### src/rtl/count_display_driver.sv
// Converts the 12-bit counter value to BCD with a serial double-dabble engine
// and scans the latched result onto a 4-digit common-anode 7-segment display.
module count_display_driver #(
   parameter logic [15:0] SCAN_DIV = 16'd50000
) (
   input  logic        clk,
   input  logic        reset,
   input  logic [11:0] count,
   output logic [15:0] bcd,
   output logic        bcd_valid,
   output logic [3:0]  an,
   output logic [6:0]  seg,
   output logic        dp
);

   typedef enum logic [1:0] {IDLE, CONVERT, LATCH} state_t;

   state_t      state_reg, state_next;
   logic [27:0] dabble_reg, dabble_next;
   logic [3:0]  iter_reg, iter_next;
   logic [15:0] bcd_reg, bcd_next;
   logic        valid_reg, valid_next;
   logic [27:0] dabble_adj;

   // Add-3 correction on each BCD nibble before the shift; binary part passes through.
   assign dabble_adj[11:0] = dabble_reg[11:0];
   generate
      for (genvar gi = 0; gi < 4; gi++) begin : g_adj
         assign dabble_adj[12 + 4*gi +: 4] = (dabble_reg[12 + 4*gi +: 4] >= 4'd5)
                                            ? dabble_reg[12 + 4*gi +: 4] + 4'd3
                                            : dabble_reg[12 + 4*gi +: 4];
      end
   endgenerate

   always_comb begin
      state_next  = state_reg;
      dabble_next = dabble_reg;
      iter_next   = iter_reg;
      bcd_next    = bcd_reg;
      valid_next  = 1'b0;
      case (state_reg)
         IDLE: begin
            dabble_next = {16'h0000, count};
            iter_next   = 4'd0;
            state_next  = CONVERT;
         end
         CONVERT: begin
            dabble_next = dabble_adj << 1;
            iter_next   = iter_reg + 4'd1;
            if (iter_reg == 4'd11)
               state_next = LATCH;
         end
         LATCH: begin
            bcd_next   = dabble_reg[27:12];
            valid_next = 1'b1;
            state_next = IDLE;
         end
         default: state_next = IDLE;
      endcase
   end

   always_ff @(posedge clk or negedge reset) begin
      if (!reset) begin
         state_reg  <= IDLE;
         dabble_reg <= 28'h0;
         iter_reg   <= 4'd0;
         bcd_reg    <= 16'h0000;
         valid_reg  <= 1'b0;
      end else begin
         state_reg  <= state_next;
         dabble_reg <= dabble_next;
         iter_reg   <= iter_next;
         bcd_reg    <= bcd_next;
         valid_reg  <= valid_next;
      end
   end

   // Display scanner
   logic [15:0] pre_reg, pre_next;
   logic [1:0]  idx_reg, idx_next;
   logic [3:0]  an_reg, an_next;
   logic [6:0]  seg_reg, seg_next;
   logic [3:0]  digit [4];
   logic [3:0]  blank;
   logic        wrap;

   generate
      for (genvar gi = 0; gi < 4; gi++) begin : g_digit
         assign digit[gi] = bcd_reg[4*gi +: 4];
      end
      // A digit is blank when it and every higher digit are zero; ones never blanks.
      for (genvar gi = 1; gi < 3; gi++) begin : g_blank
         assign blank[gi] = blank[gi+1] && (digit[gi] == 4'd0);
      end
   endgenerate
   assign blank[3] = (digit[3] == 4'd0);
   assign blank[0] = 1'b0;

   function automatic logic [6:0] seg_decode(input logic [3:0] d);
      case (d)
         4'd0:    seg_decode = 7'b1000000;
         4'd1:    seg_decode = 7'b1111001;
         4'd2:    seg_decode = 7'b0100100;
         4'd3:    seg_decode = 7'b0110000;
         4'd4:    seg_decode = 7'b0011001;
         4'd5:    seg_decode = 7'b0010010;
         4'd6:    seg_decode = 7'b0000010;
         4'd7:    seg_decode = 7'b1111000;
         4'd8:    seg_decode = 7'b0000000;
         4'd9:    seg_decode = 7'b0010000;
         default: seg_decode = 7'b1111111;
      endcase
   endfunction

   assign wrap = (pre_reg == SCAN_DIV - 16'd1);

   always_comb begin
      pre_next = wrap ? 16'd0 : pre_reg + 16'd1;
      idx_next = wrap ? idx_reg + 2'd1 : idx_reg;
      an_next  = an_reg;
      seg_next = seg_reg;
      if (wrap) begin
         an_next  = ~(4'b0001 << idx_next);
         seg_next = blank[idx_next] ? 7'b1111111 : seg_decode(digit[idx_next]);
      end
   end

   always_ff @(posedge clk or negedge reset) begin
      if (!reset) begin
         pre_reg <= 16'd0;
         idx_reg <= 2'd0;
         an_reg  <= 4'b1110;
         seg_reg <= 7'b1000000;
      end else begin
         pre_reg <= pre_next;
         idx_reg <= idx_next;
         an_reg  <= an_next;
         seg_reg <= seg_next;
      end
   end

   assign bcd       = bcd_reg;
   assign bcd_valid = valid_reg;
   assign an        = an_reg;
   assign seg       = seg_reg;
   assign dp        = 1'b1;

endmodule

### config.mk
export PLATFORM = sky130hd
export DESIGN_NAME = count_display_driver
export DESIGN_NICKNAME = d
export VERILOG_FILES = /design/src/rtl/count_display_driver.sv
export SDC_FILE = /design/constraint.sdc
export NUM_CORES = 1
export LEC_CHECK = 0
export ABC_AREA = 1
export BUFFER_PORTS_ARGS = -buffer_cell sky130_fd_sc_hd__buf_2
export CORE_MARGIN = 2
export CORE_UTILIZATION = 60
export CTS_CLUSTER_DIAMETER = 30
export DETAILED_ROUTE_END_ITERATION = 12
export GPL_TIMING_DRIVEN = 0
export PLACE_DENSITY = 0.81
export SLEW_MARGIN = 5
export SYNTH_ARGS = -nofsm -noshare
export SYNTH_HDL_FRONTEND = slang
export SYNTH_SLANG_ARGS = --single-unit
### constraint.sdc
create_clock -name clk -period 6.57 [get_ports clk]
set_input_delay 0.9855 -clock clk [delete_from_list [all_inputs] [get_ports clk]]
set_output_delay 0.9855 -clock clk [all_outputs]
set_load 0.01 [all_outputs]
* Word-level counts from Yosys, hierarchy flattened
Memories as Yosys holds them, arrays and structs flattened.
Index checks and enable logic that the tools add are counted.
** Cells by class
- $lt $le $gt $ge :: 6
- Muxes and demuxes :: 17
- $add $sub $neg :: 7
- Equal/unequal tests :: 5
- Bitwise operators :: 2
- Reductions and logical operators :: 7
- Shift-type cells :: 1
** Operators with widths (count)
- one-hot mux 28 bit (2 select lines) :: 1
- 2-to-1 mux 4 bit :: 5
- adder 16 x 1 -> 16 bit, second input constant :: 1
- == test 16 bit, second input constant :: 1
- greater-or-equal comparator 4 x 3 -> 1 bit, second input constant :: 4
- 2-to-1 mux 16 bit :: 1
- adder 4 x 2 -> 4 bit, second input constant :: 3
- zero test 4 bit :: 3
- binary-select mux 4 bit (select 2 bit) :: 1
- one-hot mux 4 bit (2 select lines) :: 1
- 2-to-1 mux 7 bit :: 1
- adder 4 x 1 -> 4 bit, second input constant :: 1
- == test 4 bit, second input constant :: 1
- 2-to-1 mux 2 bit :: 2
- NOT 4 bit :: 1
- one-hot mux 2 bit (2 select lines) :: 1
- left shift 1 x 2 -> 4 bit, first input constant :: 1
- adder 3 x 2 -> 3 bit, second input constant :: 1
- greater-or-equal comparator 3 bit, second input constant :: 1
- < comparator 2 x 3 -> 1 bit, second input constant :: 1
- 2-to-1 mux 3 bit :: 1
- NOT 2 -> 3 bit :: 1
- adder 2 x 1 -> 2 bit, second input constant :: 1
- binary-select mux 1 bit (select 2 bit) :: 1
- 7 further kinds :: 9
** Storage, ports and cells
- Input port bits :: 14
- Bits in read-only memories :: 112
- Memories kept :: 1
- Word-level logic and storage cells :: 55
- Output and inout port bits :: 29
- Register bits :: 80
** Memory list
- (no name shown) :: depth 16, width 7, rd ports 1, clocked after Yosys merged registers in 0, wr ports 0, RTL line 100 : case (d)

* Logic depth before layout (Yosys ltp)
Gate-level depths: netlist (run 1).
An unclocked memory read counts as a cell.
- Word-level depth :: 8
- Depth in mapped cells :: 17
- Gate-level depth less buffers :: 16

* Least setup slack after synthesis (run 1)
Ideal clock, no wire load.
- Kind :: reg-to-reg
- From :: register pre_reg[0]
- To :: register seg_reg[3], in the netlist seg[3]
- Buffers on the path :: 1
- Data required time :: 6.497 ns
- Data arrival time :: 2.041 ns
- Stages on the path, launching flop included :: 14
- Period minus slack after synthesis :: 2.114 ns
- Library setup time :: 0.073 ns
- Slack :: 4.456 ns
- Cell sequence :: dfrtp_1 ha_1 nand3_2 nor2_2 nand3_4 buf_6 nand3_1 nand2_1 nand2_1 nand2_2 ha_1 a21oi_1 nand2_1 a21oi_2
** On the way
- Cells in the longest elaborated chain, start to end :: 8
- Elaborated cells between the ends (all ways) :: 10
- Those cells by class :: eq/ne (1); mux (7); bitwise (1); memory (1)
** Ends and longest elaborated chain
- start: declaration :: RTL line 79 : logic [15:0] pre_reg, pre_next;
- start signal: assignment :: RTL line 135 : pre_reg <= pre_next;
- == test 16 bit (*) :: RTL line 115 : assign wrap = (pre_reg == SCAN_DIV - 16'd1);
- 2-to-1 mux 2 bit :: RTL line 119 : idx_next = wrap ? idx_reg + 2'd1 : idx_reg;
- NOT 2 -> 3 bit (not written as such) :: RTL line 124 : seg_next = blank[idx_next] ? 7'b1111111 : seg_decode(digit[idx_next]);
- binary-select mux 4 bit (select 2 bit) :: RTL line 124
- 2-to-1 mux 4 bit (not written as such) (2 in a row) :: RTL line 124
- memory read (16 x 7 bit)
- 2-to-1 mux 7 bit :: RTL line 124
- end signal: assignment :: RTL line 138 : seg_reg <= seg_next;
- end: declaration :: RTL line 82 : logic [6:0] seg_reg, seg_next;
Mark *: on every way between the ends. The rest lies on a longest branch, timed or not. The select of a mux whose other input is x is not followed.
A chain may end at the register's enable or synchronous reset.

* Final worst setup path (run 1)
Same ends and word-level chain as after synthesis.

==> results of run 1 <==
-- synthesized netlist by cell type, drive strengths merged --
master / instances / area, sq um
nor3: 3 / 15.0
conb: 1 / 3.75
a221oi: 1 / 8.76
o211ai: 2 / 15.0
xnor2: 5 / 43.8
xor2: 9 / 78.8
nand3: 46 / 273
clkinv: 2 / 8.75
nand2: 137 / 587
a31oi: 1 / 6.26
nor2: 55 / 229
ha: 11 / 138
o21ai: 41 / 205
nor4: 4 / 25.0
inv: 64 / 243
o32ai: 3 / 26.3
buf: 5 / 56.3
o21bai: 1 / 11.3
clkbuf: 9 / 33.8
a21oi: 17 / 119
dfstp: 4 / 105
dfrtp: 76 / 1900
o22ai: 8 / 50.1
a41oi: 1 / 8.76
nand4: 4 / 25.0
-- logic make-up after synthesis --
family / count (synthesis) / synth area share (%)
buffers and inverters: 80 / 8.10
DFF: 80 / 47.6
AOI/OAI and AO/OA: 75 / 10.7
adders and majority gates: 11 / 3.26
other: 1 / 0.0889
xor gates and xnor gates: 14 / 2.91
and+or+nand+nor: 249 / 27.4
-- worst max-delay path by stage --
stage | cells past startpoint | start | endpoint
floorplan | 13 | pre_reg[0]$_DFF_PN0_ | seg[3]$_DFFE_PN0N_
global placement | 1 | reset | dabble_reg[0]$_DFFE_PN0P_
detailed placement | 13 | pre_reg[0]$_DFF_PN0_ | seg[3]$_DFFE_PN0N_
CTS | 13 | pre_reg[0]$_DFF_PN0_ | seg[3]$_DFFE_PN0N_
global route | 14 | pre_reg[0]$_DFF_PN0_ | seg[1]$_DFFE_PN0N_
finish | 13 | pre_reg[0]$_DFF_PN0_ | seg[3]$_DFFE_PN0N_
-- where the power goes --
part           switching (W)  total (W)  leakage [nW]  internal (W)
clock               0.000172   0.000368         0.103      0.000195
combinational       0.000188   0.000299          1.26      0.000111
sequential         0.0000536   0.000593          1.03      0.000540
total               0.000414    0.00126          2.39      0.000846
-- stage by stage --
stage	area, sq um	cells	hold WS (ps)	setup slack (ps)
after floorplan	4220	510	433	4460
after global placement	4540	647	447	3980
after detailed placement	4570	648	473	4180
after CTS	4770	664	492	4170
after global routing	4770	664	510	3980
final	4770	664	485	4170
-- final cells by class --
cell class	instances	share of cell area [%]
Tap cell	96	2.52
Timing Repair Buffer	42	4.93
Clock inverter	3	0.839
Sequential cell	80	42.1
Buffer	14	1.89
Multi-Input combinational cell	350	39.2
Clock buffer	13	3.33
Inverter	66	5.27
-- routing by layer --
metal	routed length, um	vias up	track usage [%]
met5	0	-	0
met1	3970	1663	33.2
met3	322	18	4.34
met2	4430	83	41.7
met4	225	0	9.65
li1	-	1739	-
-- critical path, delay by kind of cell (launching register included) --
kind,cells,cell delay (ps)
compound gates,2,270
fa+ha+maj,2,530
flops,1,390
simple gates,8,980
buf+inv,1,170
==> metrics, run 1 <==
result of the run completed; via/cell ratio 5.28; Post-Synthesis Net Count 535; number of flip-flops in the largest register 28; R2R setup slack 4170 ps; TritonRoute pass-1 iters 4; Slew headroom 65.8%; class of the tightest hold or removal check flop to flop; via count 3503; die extent in x 87.8 um; Post-Synthesis Cells 510; drt drc 0; sequential fraction of the synthesis area 47.6%; Critical Path Most Common Cell nand2_1; vias in the first global route 3382; final setup violating endpoints 0; commonest non-fill, non-tap cells in the layout nand2_1, dfrtp_1, inv_1; startpoint of the most critical hold path iter_reg[3]$_DFFE_PN0P_; kind of capture point of the worst setup path flop; number of unique standard cell types used by synthesis 38; CP Data Required Time 6860 ps; clock sink total 80; CP max-delay cell dfrtp_1; vertical die dimension 87.8 um; area of all sequential standard cells 0.00201 sq mm; count of port buffers added during placement 41; overflow left after global routing 0; maximum net fanout on the critical path 10; ordered cell list for the critical path ha_1, nand3_2, nor2_2, nand3_4, buf_6, nand3_1, nand2_1, nand2_1, nand2_2, ha_1, a21oi_1, nand2_1, a21oi_2; # rows 30; I/O Pins 43; Die ar. 0.00771 sq mm; flop and latch count out of synthesis 80; Yosys warning count 0; final critical-path required period 2400 ps; library cell used as clock root buffer clkbuf_8; IR Drop Worst-Case VDD 0.000207 V; Max Clock Freq 417 MHz; setup repair after global routing missed its margin false; number of cells on the worst hold path 1; area grow syn2layout 13.1%; clock latency on the worst-skew pair 360 ps; area of the mapped netlist 0.00422 sq mm; total wire length after detailed routing 8940 um; worst-case hold path end point iter_reg[3]$_DFFE_PN0P_; buffers inserted during post-CTS setup optimization 0; count of cells along the worst register-to-register path 13; Bufs on Longest Clock Path 2; DRC violation total after the first TritonRoute iteration 217; Starting Density 62.1%; number of antenna violations at the first check in global routing 0; Mean Syn Cell Area 8.27 sq um; leakage power figure 2.39 nW; gr usage total 25.2%; number of antenna cells inserted 0; period utilization 36.5%; category of the critical setup timing path flop to flop; critical path launch point type flop; TritonCTS buffer count 9; maximum level of the CTS H-tree 3; Slowest Stage Delay on Critical Path 390 ps; post-route core utilization 70.2%; TritonCTS clock tree built; setup TNS 0 ps; filler cell count 538; pin count of the biggest net entering global routing 54; final-stage net count 588; end of the worst register-to-register path seg[3]$_DFFE_PN0N_; Antenna Violating Nets Remaining 0; footprint of the multi-input gates 0.00187 sq mm; number of maximum-capacitance constraint violations 0; Worst Skew 7.15 ps; worst reg2reg path startpoint pre_reg[0]$_DFF_PN0_; power density over cell area 264 mW/mm^2; Routed WL per cell 13.5 um; overall power after layout 0.00126 W; clock input transition at the sequential cells of the worst setup and hold paths 80 ps; CP arrival 2690 ps; Gates resized, CTS repair 0; Floorplan Core Area 0.00679 sq mm; DP Wirelength 6570 um; quantity of hold-fixing buffers added after cts 0; number of hold violations in the final report 0; first-pass GRT wire length 15200 um; commonest non-fill, non-tap cell in the layout nand2_1; layout cells sized above 1 19.4%; final RePlAce weighted congestion 0.903; actual transition at the worst max-transition pin 512 ps; final number of max-transition violations 0
Note: power is estimated with default switching activity, not from simulation.
==> run 2: changes to the inputs <==
--- a/config.mk
+++ b/config.mk
@@ -8,11 +8,11 @@
 export ABC_AREA = 1
 export BUFFER_PORTS_ARGS = -buffer_cell sky130_fd_sc_hd__buf_2
 export CORE_MARGIN = 2
-export CORE_UTILIZATION = 60
+export CORE_UTILIZATION = 53
 export CTS_CLUSTER_DIAMETER = 30
 export DETAILED_ROUTE_END_ITERATION = 12
 export GPL_TIMING_DRIVEN = 0
-export PLACE_DENSITY = 0.81
+export PLACE_DENSITY = 0.76
 export SLEW_MARGIN = 5
 export SYNTH_ARGS = -nofsm -noshare
 export SYNTH_HDL_FRONTEND = slang
==> constraint.sdc (replaced) <==
create_clock -name clk -period 2.1 [get_ports clk]
set_input_delay 0.315 -clock clk [delete_from_list [all_inputs] [get_ports clk]]
set_output_delay 0.315 -clock clk [all_outputs]
set_load 0.01 [all_outputs]
==> run 2 against run 1 <==
  * Cell area increased by 9.2%
  * Critical endpoint unchanged
  * Combinational power rose to 3.6 times the previous value
  * Register-to-register slack got worse by 4300 ps
  * Die area increased by 13%
  * Sequential power rose to 3.2 times the previous value
  * The flow now finishes with violations (setup timing)
==> metrics, run 2 (synthesized netlist as in run 1, its figures left out) <==
result of the run complete, but fails checks; failing checks setup timing; DRC violation total after the first TritonRoute iteration 262 (+21%); area of all sequential standard cells 0.00201 sq mm (+0.13%); pin count of the biggest net entering global routing 49 (-9.3%); Routed WL per cell 14.4 um (+6.8%); Worst Skew 10.1 ps (+2.96 ps); layout cells sized above 1 28.0% (+8.6 points); filler cell count 589 (+9.5%); vertical die dimension 93.2 um (+6.1%); footprint of the multi-input gates 0.00206 sq mm (+10%); final RePlAce weighted congestion 0.861 (-4.6%); critical path launch point type flop; via/cell ratio 5.22 (-1.1%); CP arrival 2500 ps (-190 ps); startpoint of the most critical hold path count[5]; final setup violating endpoints 5 (+5); Slowest Stage Delay on Critical Path 400 ps (about the same); drt drc 0 (unchanged); sw frac 33.7% (+0.87 points); clock input transition at the sequential cells of the worst setup and hold paths 90 ps (about the same); count of cells along the worst register-to-register path 14 (+1); number of maximum-capacitance constraint violations 0 (unchanged); Die ar. 0.00869 sq mm (+13%); via count 3609 (+3.0%); number of cells on the worst hold path 3 (+2); Max Clock Freq 453 MHz (+8.5%); final critical-path required period 2210 ps (-188 ps); category of the critical setup timing path flop to flop; R2R setup slack -110 ps (-4280 ps); number of antenna violations at the first check in global routing 0 (unchanged); clock network power share 29.6% (+0.4 points); actual transition at the worst max-transition pin 575 ps (+62.9 ps); maximum level of the CTS H-tree 3 (unchanged); internal power 0.00277 W (+230%); commonest non-fill, non-tap cells in the layout nand2_1, dfrtp_1, inv_1; final number of max-transition violations 0 (unchanged); library cell used as clock root buffer clkbuf_8; ordered cell list for the critical path ha_4, nand3_4, nor2_4, nand2_2, nand2_4, buf_8, buf_6, nand3_2, nand3_2, nand2_4, ha_4, a21oi_2, nand2_1, a21oi_2; number of antenna cells inserted 0 (unchanged); power density over cell area 801 mW/mm^2 (+200%); Starting Density 54.6% (-7.5 points); Gate power share 25.7% (+1.9 points); worst reg2reg path startpoint pre_reg[0]$_DFF_PN0_; # rows 32 (+6.7%); clock latency on the worst-skew pair 360 ps (about the same); end of the worst register-to-register path seg[3]$_DFFE_PN0N_; count of port buffers added during placement 41 (unchanged); final-stage net count 611 (+3.9%); Floorplan Core Area 0.00773 sq mm (+14%); setup TNS -184 ps (-184 ps); Bufs on Longest Clock Path 2 (unchanged); vias in the first global route 3375 (-0.21%); DP Wirelength 6600 um (+0.39%); period utilization 105% (+69 points); number of hold violations in the final report 0 (unchanged); CP Data Required Time 2390 ps (-4470 ps); TritonCTS clock tree built; share of power burned in registers 44.8% (-2.3 points); leakage power figure 2.54 nW (+6.3%); Antenna Violating Nets Remaining 0 (unchanged); die extent in x 93.2 um (+6.1%); number of flip-flops in the largest register 28 (unchanged); commonest non-fill, non-tap cell in the layout nand2_1; TritonCTS buffer count 9 (unchanged); first-pass GRT wire length 15500 um (+2.2%); kind of capture point of the worst setup path flop; TritonRoute pass-1 iters 4 (unchanged); clock sink total 80 (unchanged); I/O Pins 43 (unchanged); worst-case hold path end point dabble_reg[5]$_DFFE_PN0P_; gr usage total 22.8% (-2.4 points); setup repair after global routing missed its margin true; Hold WS 169 ps (-316 ps); total wire length after detailed routing 9960 um (+11%); area grow syn2layout 23.5%; reported net switching power 0.00141 W (+240%); Slew headroom 61.6% (-4.2 points); overflow left after global routing 0 (unchanged); class of the tightest hold or removal check input port to flop; IR Drop Worst-Case VDD 0.000515 V (+150%); slack of the critical path -108 ps (-4280 ps); CP max-delay cell dfrtp_1; maximum net fanout on the critical path 5 (-5)
## run 2: changes by cell type in the layout (fill, tap and decap cells not counted), sizes merged
cell	delta
clkinv	+1
buf	+21
bufinv	+1
clkbuf	-2
dlygate4sd3	+1
## run 2: layout make-up
class                      count  share of cell area (%)
buffer                        12                    1.51
tap                          102                    2.45
sequential                    80                    38.6
multi-input combinational    350                    39.5
timing repair buffer          67                    8.99
inverter                      66                    4.88
clock buffer                  10                    2.45
clock inverter                 5                    1.59
## run 2: how the worst max path moves through the flow
stage               cells after the start  slack [ps]               endpoint                  from
finish                                 14        -110     seg[3]$_DFFE_PN0N_  pre_reg[0]$_DFF_PN0_
global route                           14        -220     seg[3]$_DFFE_PN0N_  pre_reg[0]$_DFF_PN0_
CTS                                    10           1  pre_reg[12]$_DFF_PN0_  pre_reg[1]$_DFF_PN0_
detailed placement                     15        -220     seg[3]$_DFFE_PN0N_  pre_reg[0]$_DFF_PN0_
global placement                       15        -210     seg[3]$_DFFE_PN0N_  pre_reg[0]$_DFF_PN0_
floorplan                              15           7     seg[3]$_DFFE_PN0N_  pre_reg[0]$_DFF_PN0_
## run 2: critical path, delay by kind of cell, from the launching register on
kind	cells	cell delay (ps)
buffers and inverters	2	250
and+or+nand+nor	8	810
AOI/OAI and AO/OA	2	250
DFF	1	400
adders and majority gates	2	430
## run 2: timing repair
| item | 4_1_cts | 5_1_grt |
|---|---|---|
| endpoints found under the hold margin | 29 | 0 |
| pin swaps | 5 | 33 |
| gates resized for setup | 6 | 42 |
| buffers inserted | 6 | 16 |
| gates cloned | 0 | 2 |
| setup endpoints to repair | 4 | 10 |
| hold buffers | 1 | 0 |
## run 2: power groups by stage
stage	Clock, W	Combinational [W]	Sequential, W
final	0.00124	0.00107	0.00187
after global routing	0.00132	0.00120	0.00189
after CTS	0.00124	0.000956	0.00185
after detailed placement	0	0.000919	0.00188
after global placement	0	0.000894	0.00187
after floorplan	0	0.000588	0.00188
## run 2: through the flow
step / utilization, % / instance area, sq um / worst slack (ps) / power (W) / cells
5_1_grt: 67.4 / 5210 / -219 / 0.00441 / 692
4_1_cts: 63.1 / 4880 / 1.49 / 0.00405 / 675
3_5_place_dp: 59.5 / 4590 / -216 / 0.00280 / 654
2_1_floorplan: - / 4230 / 6.90 / 0.00247 / 510
3_3_place_gp: 59.1 / 4560 / -207 / 0.00276 / 653
6_report: 67.4 / 5210 / -108 / 0.00417 / 692
## run 2: per-layer routing
layer  share of wire (%)  vias up  track usage [%]
met5                   0        -                0
met4                 2.9        0             7.35
met2                  50       75             39.0
met1                  43     1723             29.1
met3                 3.7       20             4.35
li1                    -     1791                -
